### config.mk
export PLATFORM = sky130hd
export DESIGN_NAME = motor_mode_drive
export DESIGN_NICKNAME = d
export VERILOG_FILES = /design/src/rtl/motor_mode_drive.sv
export SDC_FILE = /design/constraint.sdc
export NUM_CORES = 1
export LEC_CHECK = 0
export ABC_AREA = 1
export CAP_MARGIN = 20
export CORE_MARGIN = 2
export CORE_UTILIZATION = 58
export DETAILED_ROUTE_END_ITERATION = 6
export PLACE_DENSITY = 0.76
export SETUP_SLACK_MARGIN = 0.15
export SLEW_MARGIN = 10
export SYNTH_ARGS = -nofsm -noshare
export SYNTH_HDL_FRONTEND = slang
export SYNTH_SLANG_ARGS = --single-unit
### constraint.sdc
create_clock -name sys_clk -period 10.62 [get_ports sys_clk]
set_input_delay 1.062 -clock sys_clk [delete_from_list [all_inputs] [get_ports sys_clk]]
set_output_delay 1.062 -clock sys_clk [all_outputs]
set_load 0.02 [all_outputs]
### src/rtl/motor_mode_drive.sv
// Two-wheel motor drive: maps the sel_type mode code to wheel directions and PWM,
// with a soft duty ramp, a forced brake before any reversal, and an emergency stop.
module motor_mode_drive #(
    parameter int PWM_PERIOD    = 1000,
    parameter int DUTY_W        = 10,
    parameter int DUTY_RUN      = 800,
    parameter int DUTY_TURN     = 500,
    parameter int DUTY_STEP     = 10,
    parameter int RAMP_STEP_CYC = 50000,
    parameter int BRAKE_CYC     = 500000
) (
    input  logic       sys_clk,
    input  logic       sys_rst_n,
    input  logic [1:0] sel_type,
    input  logic       estop,
    output logic       pwm_l,
    output logic       pwm_r,
    output logic       dir_l,
    output logic       dir_r,
    output logic [1:0] cur_mode,
    output logic       busy
);

    localparam int RAMP_W  = $clog2(RAMP_STEP_CYC + 1);
    localparam int BRAKE_W = $clog2(BRAKE_CYC + 1);

    localparam logic [DUTY_W-1:0]  RUN_V      = DUTY_W'(DUTY_RUN);
    localparam logic [DUTY_W-1:0]  TURN_V     = DUTY_W'(DUTY_TURN);
    localparam logic [DUTY_W-1:0]  STEP_V     = DUTY_W'(DUTY_STEP);
    localparam logic [DUTY_W-1:0]  PWM_LAST   = DUTY_W'(PWM_PERIOD - 1);
    localparam logic [RAMP_W-1:0]  RAMP_LAST  = RAMP_W'(RAMP_STEP_CYC - 1);
    localparam logic [BRAKE_W-1:0] BRAKE_LAST = BRAKE_W'(BRAKE_CYC - 1);

    typedef enum logic [1:0] {
        S_IDLE,
        S_BRAKE,
        S_RAMP,
        S_RUN
    } state_e;

    state_e             state_q;
    logic [1:0]         sel_q;
    logic [1:0]         cur_mode_q;
    logic [DUTY_W-1:0]  duty_q;
    logic [DUTY_W-1:0]  shadow_q;
    logic [DUTY_W-1:0]  target_q;
    logic [DUTY_W-1:0]  pwm_cnt_q;
    logic [RAMP_W-1:0]  ramp_cnt_q;
    logic [BRAKE_W-1:0] brake_cnt_q;
    logic               dir_l_q;
    logic               dir_r_q;
    logic               pend_dir_l_q;
    logic               pend_dir_r_q;
    logic               pwm_q;

    logic [DUTY_W-1:0]  req_duty_d;
    logic               req_dir_l_d;
    logic               req_dir_r_d;
    logic               request_d;
    logic               dirs_change_d;
    logic               enter_brake_d;
    logic               enter_ramp_d;
    logic [DUTY_W-1:0]  ramp_target_d;
    logic [DUTY_W-1:0]  ramp_next_d;
    logic               ramp_tick_d;
    logic               pwm_wrap_d;

    // NOTE: every always_comb output gets a default first so no path can infer a latch.
    always_comb begin
        req_duty_d  = '0;
        req_dir_l_d = dir_l_q;
        req_dir_r_d = dir_r_q;
        unique case (sel_q)
            2'b00: begin req_duty_d = '0;     req_dir_l_d = dir_l_q; req_dir_r_d = dir_r_q; end
            2'b01: begin req_duty_d = RUN_V;  req_dir_l_d = 1'b1;    req_dir_r_d = 1'b1;    end
            2'b10: begin req_duty_d = TURN_V; req_dir_l_d = 1'b0;    req_dir_r_d = 1'b1;    end
            2'b11: begin req_duty_d = TURN_V; req_dir_l_d = 1'b1;    req_dir_r_d = 1'b0;    end
        endcase

        request_d     = (sel_q != cur_mode_q);
        dirs_change_d = (req_dir_l_d != dir_l_q) || (req_dir_r_d != dir_r_q);
        // A request during BRAKE always re-arms the brake, whatever its direction.
        enter_brake_d = request_d && ((state_q == S_BRAKE) || dirs_change_d);
        enter_ramp_d  = request_d && !enter_brake_d && ((state_q == S_IDLE) || (state_q == S_RUN));

        ramp_target_d = (request_d && !dirs_change_d) ? req_duty_d : target_q;
        ramp_next_d   = duty_q;
        if (duty_q < ramp_target_d) begin
            ramp_next_d = ((ramp_target_d - duty_q) <= STEP_V) ? ramp_target_d : duty_q + STEP_V;
        end else if (duty_q > ramp_target_d) begin
            ramp_next_d = ((duty_q - ramp_target_d) <= STEP_V) ? ramp_target_d : duty_q - STEP_V;
        end

        ramp_tick_d = (ramp_cnt_q == RAMP_LAST);
        pwm_wrap_d  = (pwm_cnt_q == PWM_LAST);
    end

    // NOTE: sequential state uses non-blocking assignments only, so every register samples pre-edge values.
    always_ff @(posedge sys_clk) begin
        if (!sys_rst_n) begin
            state_q      <= S_IDLE;
            sel_q        <= 2'b00;
            cur_mode_q   <= 2'b00;
            duty_q       <= '0;
            shadow_q     <= '0;
            target_q     <= '0;
            pwm_cnt_q    <= '0;
            ramp_cnt_q   <= '0;
            brake_cnt_q  <= '0;
            dir_l_q      <= 1'b1;
            dir_r_q      <= 1'b1;
            pend_dir_l_q <= 1'b1;
            pend_dir_r_q <= 1'b1;
            pwm_q        <= 1'b0;
        end else begin
            sel_q     <= sel_type;
            pwm_cnt_q <= pwm_wrap_d ? '0 : pwm_cnt_q + 1'b1;
            pwm_q     <= (pwm_cnt_q < shadow_q);
            // Shadow only follows duty at the period boundary to avoid runt pulses.
            if (pwm_wrap_d) shadow_q <= duty_q;

            if (estop) begin
                state_q    <= S_IDLE;
                cur_mode_q <= 2'b00;
                duty_q     <= '0;
                shadow_q   <= '0;
                pwm_q      <= 1'b0;
            end else begin
                if (request_d) begin
                    cur_mode_q <= sel_q;
                    target_q   <= req_duty_d;
                end

                if (enter_brake_d) begin
                    state_q      <= S_BRAKE;
                    duty_q       <= '0;
                    shadow_q     <= '0;
                    brake_cnt_q  <= '0;
                    pend_dir_l_q <= req_dir_l_d;
                    pend_dir_r_q <= req_dir_r_d;
                end else if (enter_ramp_d) begin
                    state_q    <= S_RAMP;
                    ramp_cnt_q <= '0;
                end else begin
                    unique case (state_q)
                        S_IDLE: duty_q <= '0;
                        S_BRAKE: begin
                            if (brake_cnt_q == BRAKE_LAST) begin
                                state_q    <= S_RAMP;
                                ramp_cnt_q <= '0;
                                dir_l_q    <= pend_dir_l_q;
                                dir_r_q    <= pend_dir_r_q;
                            end else begin
                                brake_cnt_q <= brake_cnt_q + 1'b1;
                            end
                        end
                        S_RAMP: begin
                            if (duty_q == ramp_target_d) begin
                                state_q <= (ramp_target_d == '0) ? S_IDLE : S_RUN;
                            end else begin
                                ramp_cnt_q <= ramp_tick_d ? '0 : ramp_cnt_q + 1'b1;
                                if (ramp_tick_d) begin
                                    duty_q <= ramp_next_d;
                                    if (ramp_next_d == ramp_target_d)
                                        state_q <= (ramp_target_d == '0) ? S_IDLE : S_RUN;
                                end
                            end
                        end
                        S_RUN: ;
                    endcase
                end
            end
        end
    end

    assign pwm_l    = pwm_q;
    assign pwm_r    = pwm_q;
    assign dir_l    = dir_l_q;
    assign dir_r    = dir_r_q;
    assign cur_mode = cur_mode_q;
    assign busy     = (state_q == S_BRAKE) || (state_q == S_RAMP);

endmodule

; Word level (Yosys, flattened, before mapping)
; Cells that the tools add are included.
[word_totals]
reg_bits = 86
input_bits = 5
output_inout_bits = 7
word_cells = 115
[classes]
add_sub_neg = 7
magnitude_cmp = 5
n_eq_ne = 25
mux = 28
n_bitwise = 4
reduce_logical = 31
[ops]
columns = cell, count
row1 = $mux 19, 4
row2 = $mux 10, 7
row3 = $mux 16, 4
row4 = $pmux 16 s2, 1
row5 = $pmux 10 s3, 1
row6 = $eq 10x10->1, 2
row7 = $le 10x4->1 const B, 2
row8 = $lt 10x10->1, 2
row9 = $pmux 10 s2, 1
row10 = $sub 10x10->10, 2
row11 = $add 19x1->19 const B, 1
row12 = $eq 19x19->1 const B, 1
row13 = $add 16x1->16 const B, 1
row14 = $eq 16x16->1 const B, 1
row15 = $reduce_and 4->1, 4
row16 = $mux 2, 6
row17 = $ne 4x4->1 const B, 3
row18 = $add 10x1->10 const B, 1
row19 = $add 10x4->10 const B, 1
row20 = $eq 10x10->1 const B, 1
row21 = $gt 10x10->1, 1
row22 = $logic_not 10->1, 1
row23 = $ne 5x5->1 const B, 2
row24 = $reduce_and 5->1, 2
row25 = other kinds (21), 48

; Depth between registers and ports, before layout
[logic_depth]
depth_word = 20
depth_mapped = 37
mapped_depth_nobuf = 37

; Least setup slack after synthesis
; Ideal clock, no wire load.
[synth_path]
path_type = register to register
start = register sel_q[0]
end = register state_q[0]
setup_ns = 0.115
arrival_time_ns = 3.744
setup_slack_ns = 6.761
path_stages_with_launch = 33
path_buffers = 0
period_less_slack_ns = 3.859
cell_sequence = dfxtp_1 -> inv_1 -> ha_1 -> inv_1 -> nand3_2 -> o21ai_2 -> nor2_4 -> nand2_4 -> o21ai_1 -> ha_1 -> inv_2 -> nor2_1 -> inv_1 -> o21ai_2 -> xnor2_1 -> nor3b_1 -> nand2_1 -> nor2_2 -> nand2_2 -> nor2_8 -> nand2_4 -> nand2_1 -> nand2_1 -> nand2_1 -> nand2_2 -> nor2_1 -> nand3_1 -> nand2_1 -> nand3_1 -> nand2_1 -> nand2_1 -> a21oi_1 -> nor2_1
[synth_via]
elab_chain_cells = 16
elab_cells_between_ends = 47
classes_between = add/sub (2) / order compare (4) / eq/ne (11) / mux (15) / reduce/logical (15)
[synth_rtl]
columns = item, line_no
row1 = "start, declared", 42  ; logic [1:0] sel_q;
row2 = "start signal, assigned", 116  ; sel_q <= sel_type;
row3 = $eq 2x2->1 / $eq 2x1->1 (equally long branches), 73  ; unique case (sel_q)
row4 = $reduce_or 2->1 (no line), -
row5 = $pmux 1 s3, 73
row6 = $ne 1x1->1, 81  ; dirs_change_d = (req_dir_l_d != dir_l_q) || (req_dir_r_d != dir_r_q);
row7 = $logic_or 1x1->1, 81
row8 = $logic_not 1->1, 86  ; ramp_target_d = (request_d && !dirs_change_d) ? req_duty_d : target_q;
row9 = $logic_and 1x1->1, 86
row10 = $mux 10, 86
row11 = $sub 10x10->10 / $logic_not 10->1 (equally long branches), "91, 159, 165"
row12 = $le 10x4->1 / $mux 2 (equally long branches), "91, 159, 165"
row13 = $mux 10 / $mux 2 (equally long branches), "91, 164"
row14 = $mux 10 / $mux 2 (equally long branches), "90, 162"
row15 = $mux 10 / $mux 2 (equally long branches), "88, 158"
row16 = $eq 10x10->1 / $pmux 2 s2 (equally long branches), "164, 145"
row17 = $ne 5x5->1 (no line) / $mux 2 (equally long branches), -
row18 = $reduce_and 4->1 (no line) / $mux 1 (equally long branches), -
row19 = "end signal, assigned", 159  ; state_q <= (ramp_target_d == '0) ? S_IDLE : S_RUN;
row20 = "end signal, assigned", 165  ; state_q <= (ramp_target_d == '0) ? S_IDLE : S_RUN;
row21 = "end, declared", 41  ; state_e state_q;
; Parallel ways exist; a longest one is shown, timed or not. The select of a mux whose other input is x is not followed.
; A chain may end at the register's enable or synchronous reset.

; Worst setup path after layout
[layout_path]
start = register sel_q[1]
end = register state_q[0]
; The elaborated chain is that of the path after synthesis.

==> flow_metrics.env <==
export IMPL_p_int_uw=546
export IMPL_slew_headroom_pct=52.8
export IMPL_pwr_share_seq_pct=36.9
export IMPL_wl_per_cell_um=12.9
export IMPL_clk_path_buf_depth=2
export IMPL_gp_congestion=0.917
export IMPL_cp_required_ns=10.87
export IMPL_crit_top_cell="nand2_1"
export IMPL_placementRows=35
export IMPL_die_width_um=100
export IMPL_tns_ns=0
export IMPL_tritoncts="built"
export IMPL_grt_ovfl_total=0
export IMPL_rsz0062_at_grt="false"
export IMPL_clkPwrFrac_pct=31.8
export IMPL_drt_first_pass_iters=5
export IMPL_antenna_found_initial=0
export IMPL_hold_slack_ns=0.454
export IMPL_fin_area_mm2=0.00582
export IMPL_top_layer_used="met4"
export IMPL_synthTopCellsByArea="dfxtp_1 (29%), nand2_1 (11%), ha_1 (8.1%)"
export IMPL_wirelength_um=11900
export IMPL_port_buffer_count=11
export IMPL_grt_first_pass_wirelength_um=20700
export IMPL_die_h_um=100
export IMPL_worst_slew_pin_transition_ns=0.704
export IMPL_switching_share_pct=34.4
export IMPL_r2r_end="state_q[0]"
export IMPL_dpl_cell_count=898
export IMPL_ys_flop_type="dfxtp_1"
export IMPL_place_ws_ns=5.83
export IMPL_synth_top_cell_area_share_pct=29.3
export IMPL_cpPeakStageDelay_ns=0.57
export IMPL_ios=12
export IMPL_ant_nets=0
export IMPL_timing_final_crit_share_pct=45.4
export IMPL_power_switching_uw=286
export IMPL_postSynthCellCount=793
export IMPL_setup_slack_ns=5.80
export IMPL_drt_iter0_drc=240
export IMPL_p_leak_uw=0.00243
export IMPL_power_density_mw_per_mm2=143
export IMPL_grt_max_degree=21
export IMPL_vias_per_cell=5.45
export IMPL_synth_area_per_cell_um2=6.80
export IMPL_diodes=0
export IMPL_crit_fanout=8
export IMPL_slew_viol_final=0
export IMPL_die_area_mm2=0.0101
export IMPL_holdBufCountCts=0
export IMPL_drcViolationCount=0
export IMPL_yosysMostFrequentCell="nand2_1"
export IMPL_start_util_pct=59.2
export IMPL_yosys_top_cells_count="nand2_1 (160), inv_1 (110), nor2_1 (80)"
export IMPL_hpwl_um=9110
export IMPL_cts_sinks=79
export IMPL_final_nets=840
export IMPL_synth_top_area_cell="dfxtp_1"
export IMPL_cp_start_kind="flip-flop"
export IMPL_cts_buffers=9
export IMPL_setup_viol_count_final=0
export IMPL_post_cts_repair_setup_buffers=0
export IMPL_vias=4991
export IMPL_wl_met1_um=5740
export IMPL_rrSetupSlack_ns=5.80
export IMPL_combPwrFrac_pct=31.2
export IMPL_fillers=824
export IMPL_coreArea_mm2=0.00911
export IMPL_grt_pass1_vias=4682
export IMPL_ys_seq_area_share_pct=29.3
export IMPL_syn_area_mm2=0.00539
export IMPL_arrival_ns=5.07
export IMPL_hp_class="reg2reg"
export IMPL_root_buffer="clkbuf_8"
export IMPL_place_area_mm2=0.00557
export IMPL_fin_skew_ns=0.00819
export IMPL_wl_met2_um=5470
export IMPL_path_class="reg2reg"
export IMPL_r2r_start="sel_q[1]"
export IMPL_ff2ff_path_depth=29
export IMPL_cts_repair_resize_count=0
export IMPL_ir_worst_vdd_mv=0.123
export IMPL_synthArstFlopShare_pct=0
export IMPL_yosysWarnings=0
export IMPL_hold_violations=0
export IMPL_crit_start="sel_q[1]"
export IMPL_synth_edff_count=0
export IMPL_met3_length_um=449
export IMPL_clkTransAtPathRegs_ns=0.07
export IMPL_areaGrowthSynthToFinish_pct=7.84
export IMPL_htreeDepth=3
export IMPL_syn_nets=833
export IMPL_max_freq_mhz=207
export IMPL_endpoint="state_q[0]"
export IMPL_drv_cap=0
export IMPL_ys_seq_elements=79
export IMPL_end_kind="flip-flop"
export IMPL_grtUsageTotal_pct=25.0
export IMPL_clkLatencyLatePin_ns=0.36
export IMPL_fin_crit_ns=4.82
export IMPL_ys_types=49
export IMPL_fin_cells=916
export IMPL_drive_above_1_share_pct=8.20
export IMPL_outcome="finished clean"
export IMPL_slowest_stage="o21ai_1"
-- per-stage QoR --
step                utilization [%]  power, uW
CTS                            63.7        836
global placement               61.1        566
finish                         63.8        832
detailed placement             61.1        570
floorplan                         -        522
global route                   63.8        885
-- worst min path at each step --
stage                          startpoint              end  slack [ns]  depth (start not counted)
after CTS                     target_q[9]      target_q[9]        0.46                          2
after global routing          target_q[9]      target_q[9]        0.48                          2
after global placement    brake_cnt_q[18]  brake_cnt_q[18]        0.44                          1
after floorplan           brake_cnt_q[18]  brake_cnt_q[18]        0.42                          1
final                         target_q[9]      target_q[9]        0.45                          2
after detailed placement      target_q[9]      target_q[9]        0.44                          2
-- state kept, by name (all words and copies together), names as in the netlist, 2 cells and up --
| name | flops |
|---|---|
| target_q | 3 |
| pwm_cnt_q | 10 |
| brake_cnt_q | 19 |
| cur_mode | 2 |
| shadow_q | 10 |
| sel_q | 2 |
| duty_q | 10 |
| ramp_cnt_q | 16 |
| state_q | 2 |
-- power groups by stage --
stage | logic, uW | clock network, uW | registers, uW
5_1_grt | 293 | 284 | 308
4_1_cts | 258 | 271 | 307
3_5_place_dp | 256 | 0 | 314
6_report | 260 | 265 | 307
2_1_floorplan | 209 | 0 | 313
3_3_place_gp | 252 | 0 | 314
-- cell type report --
class	count	area, um^2	share of cell area, %
tap	111	139	2.39
sequential	79	1580	27.2
clock inverter	5	106	1.83
inverter	117	439	7.55
timing repair buffer	14	130	2.24
clock buffer	11	131	2.26
multi-input combinational	579	3290	56.5
-- cell families (layout without fill, tap and decap cells) --
family | after synthesis | in the layout | synth area share (%)
AO/OA/AOI/OAI | 117 | 117 | 12.4
XOR/XNOR | 29 | 29 | 4.71
adder cells (fa/ha/maj) | 35 | 35 | 8.12
buffers and inverters | 135 | 147 | 9.70
flip-flops | 79 | 79 | 29.3
AND/OR/NAND/NOR | 398 | 398 | 35.8
-- per-layer routing --
layer  GRT usage, %  vias up
met5              0        -
met1           33.4     2283
li1               -     2602
met3           4.11       19
met2           41.1       87
met4           8.32        0
-- worst max-delay path: cells and delay by family, from the launching register on --
| kind | cells | cell delay [ns] |
|---|---|---|
| xor gates and xnor gates | 1 | 0.14 |
| buffers and inverters | 3 | 0.46 |
| DFF | 1 | 0.39 |
| adders and majority gates | 2 | 0.60 |
| AOI/OAI and AO/OA | 6 | 1.32 |
| and+or+nand+nor | 17 | 1.77 |
-- cell usage in the layout (no fill, tap or decap), types with 2 or more instances in the layout --
cell type | Yosys | routed
a211oi_1 | 4 | 4
a21oi_1 | 59 | 59
and3_1 | 2 | 2
bufinv_16 | 0 | 3
clkbuf_1 | 12 | 2
clkbuf_8 | 0 | 9
clkdlybuf4s50_1 | 0 | 11
clkinv_1 | 2 | 2
dfxtp_1 | 79 | 79
ha_1 | 35 | 35
inv_1 | 110 | 110
inv_2 | 5 | 5
nand2_1 | 160 | 160
nand2_2 | 12 | 12
nand2_4 | 4 | 4
nand3_1 | 59 | 59
nand3_2 | 6 | 6
nand4_1 | 20 | 20
nor2_1 | 80 | 80
nor2_2 | 4 | 4
nor2_4 | 4 | 4
nor2_8 | 2 | 2
nor3_1 | 21 | 21
nor3_2 | 3 | 3
nor3b_1 | 7 | 7
nor4_1 | 8 | 8
o21a_1 | 7 | 7
o21ai_0 | 28 | 28
o21ai_1 | 4 | 4
o21ai_2 | 3 | 3
o21bai_1 | 2 | 2
xnor2_1 | 13 | 13
xor2_1 | 16 | 16
No activity file was read; power rests on OpenSTA's default activity.
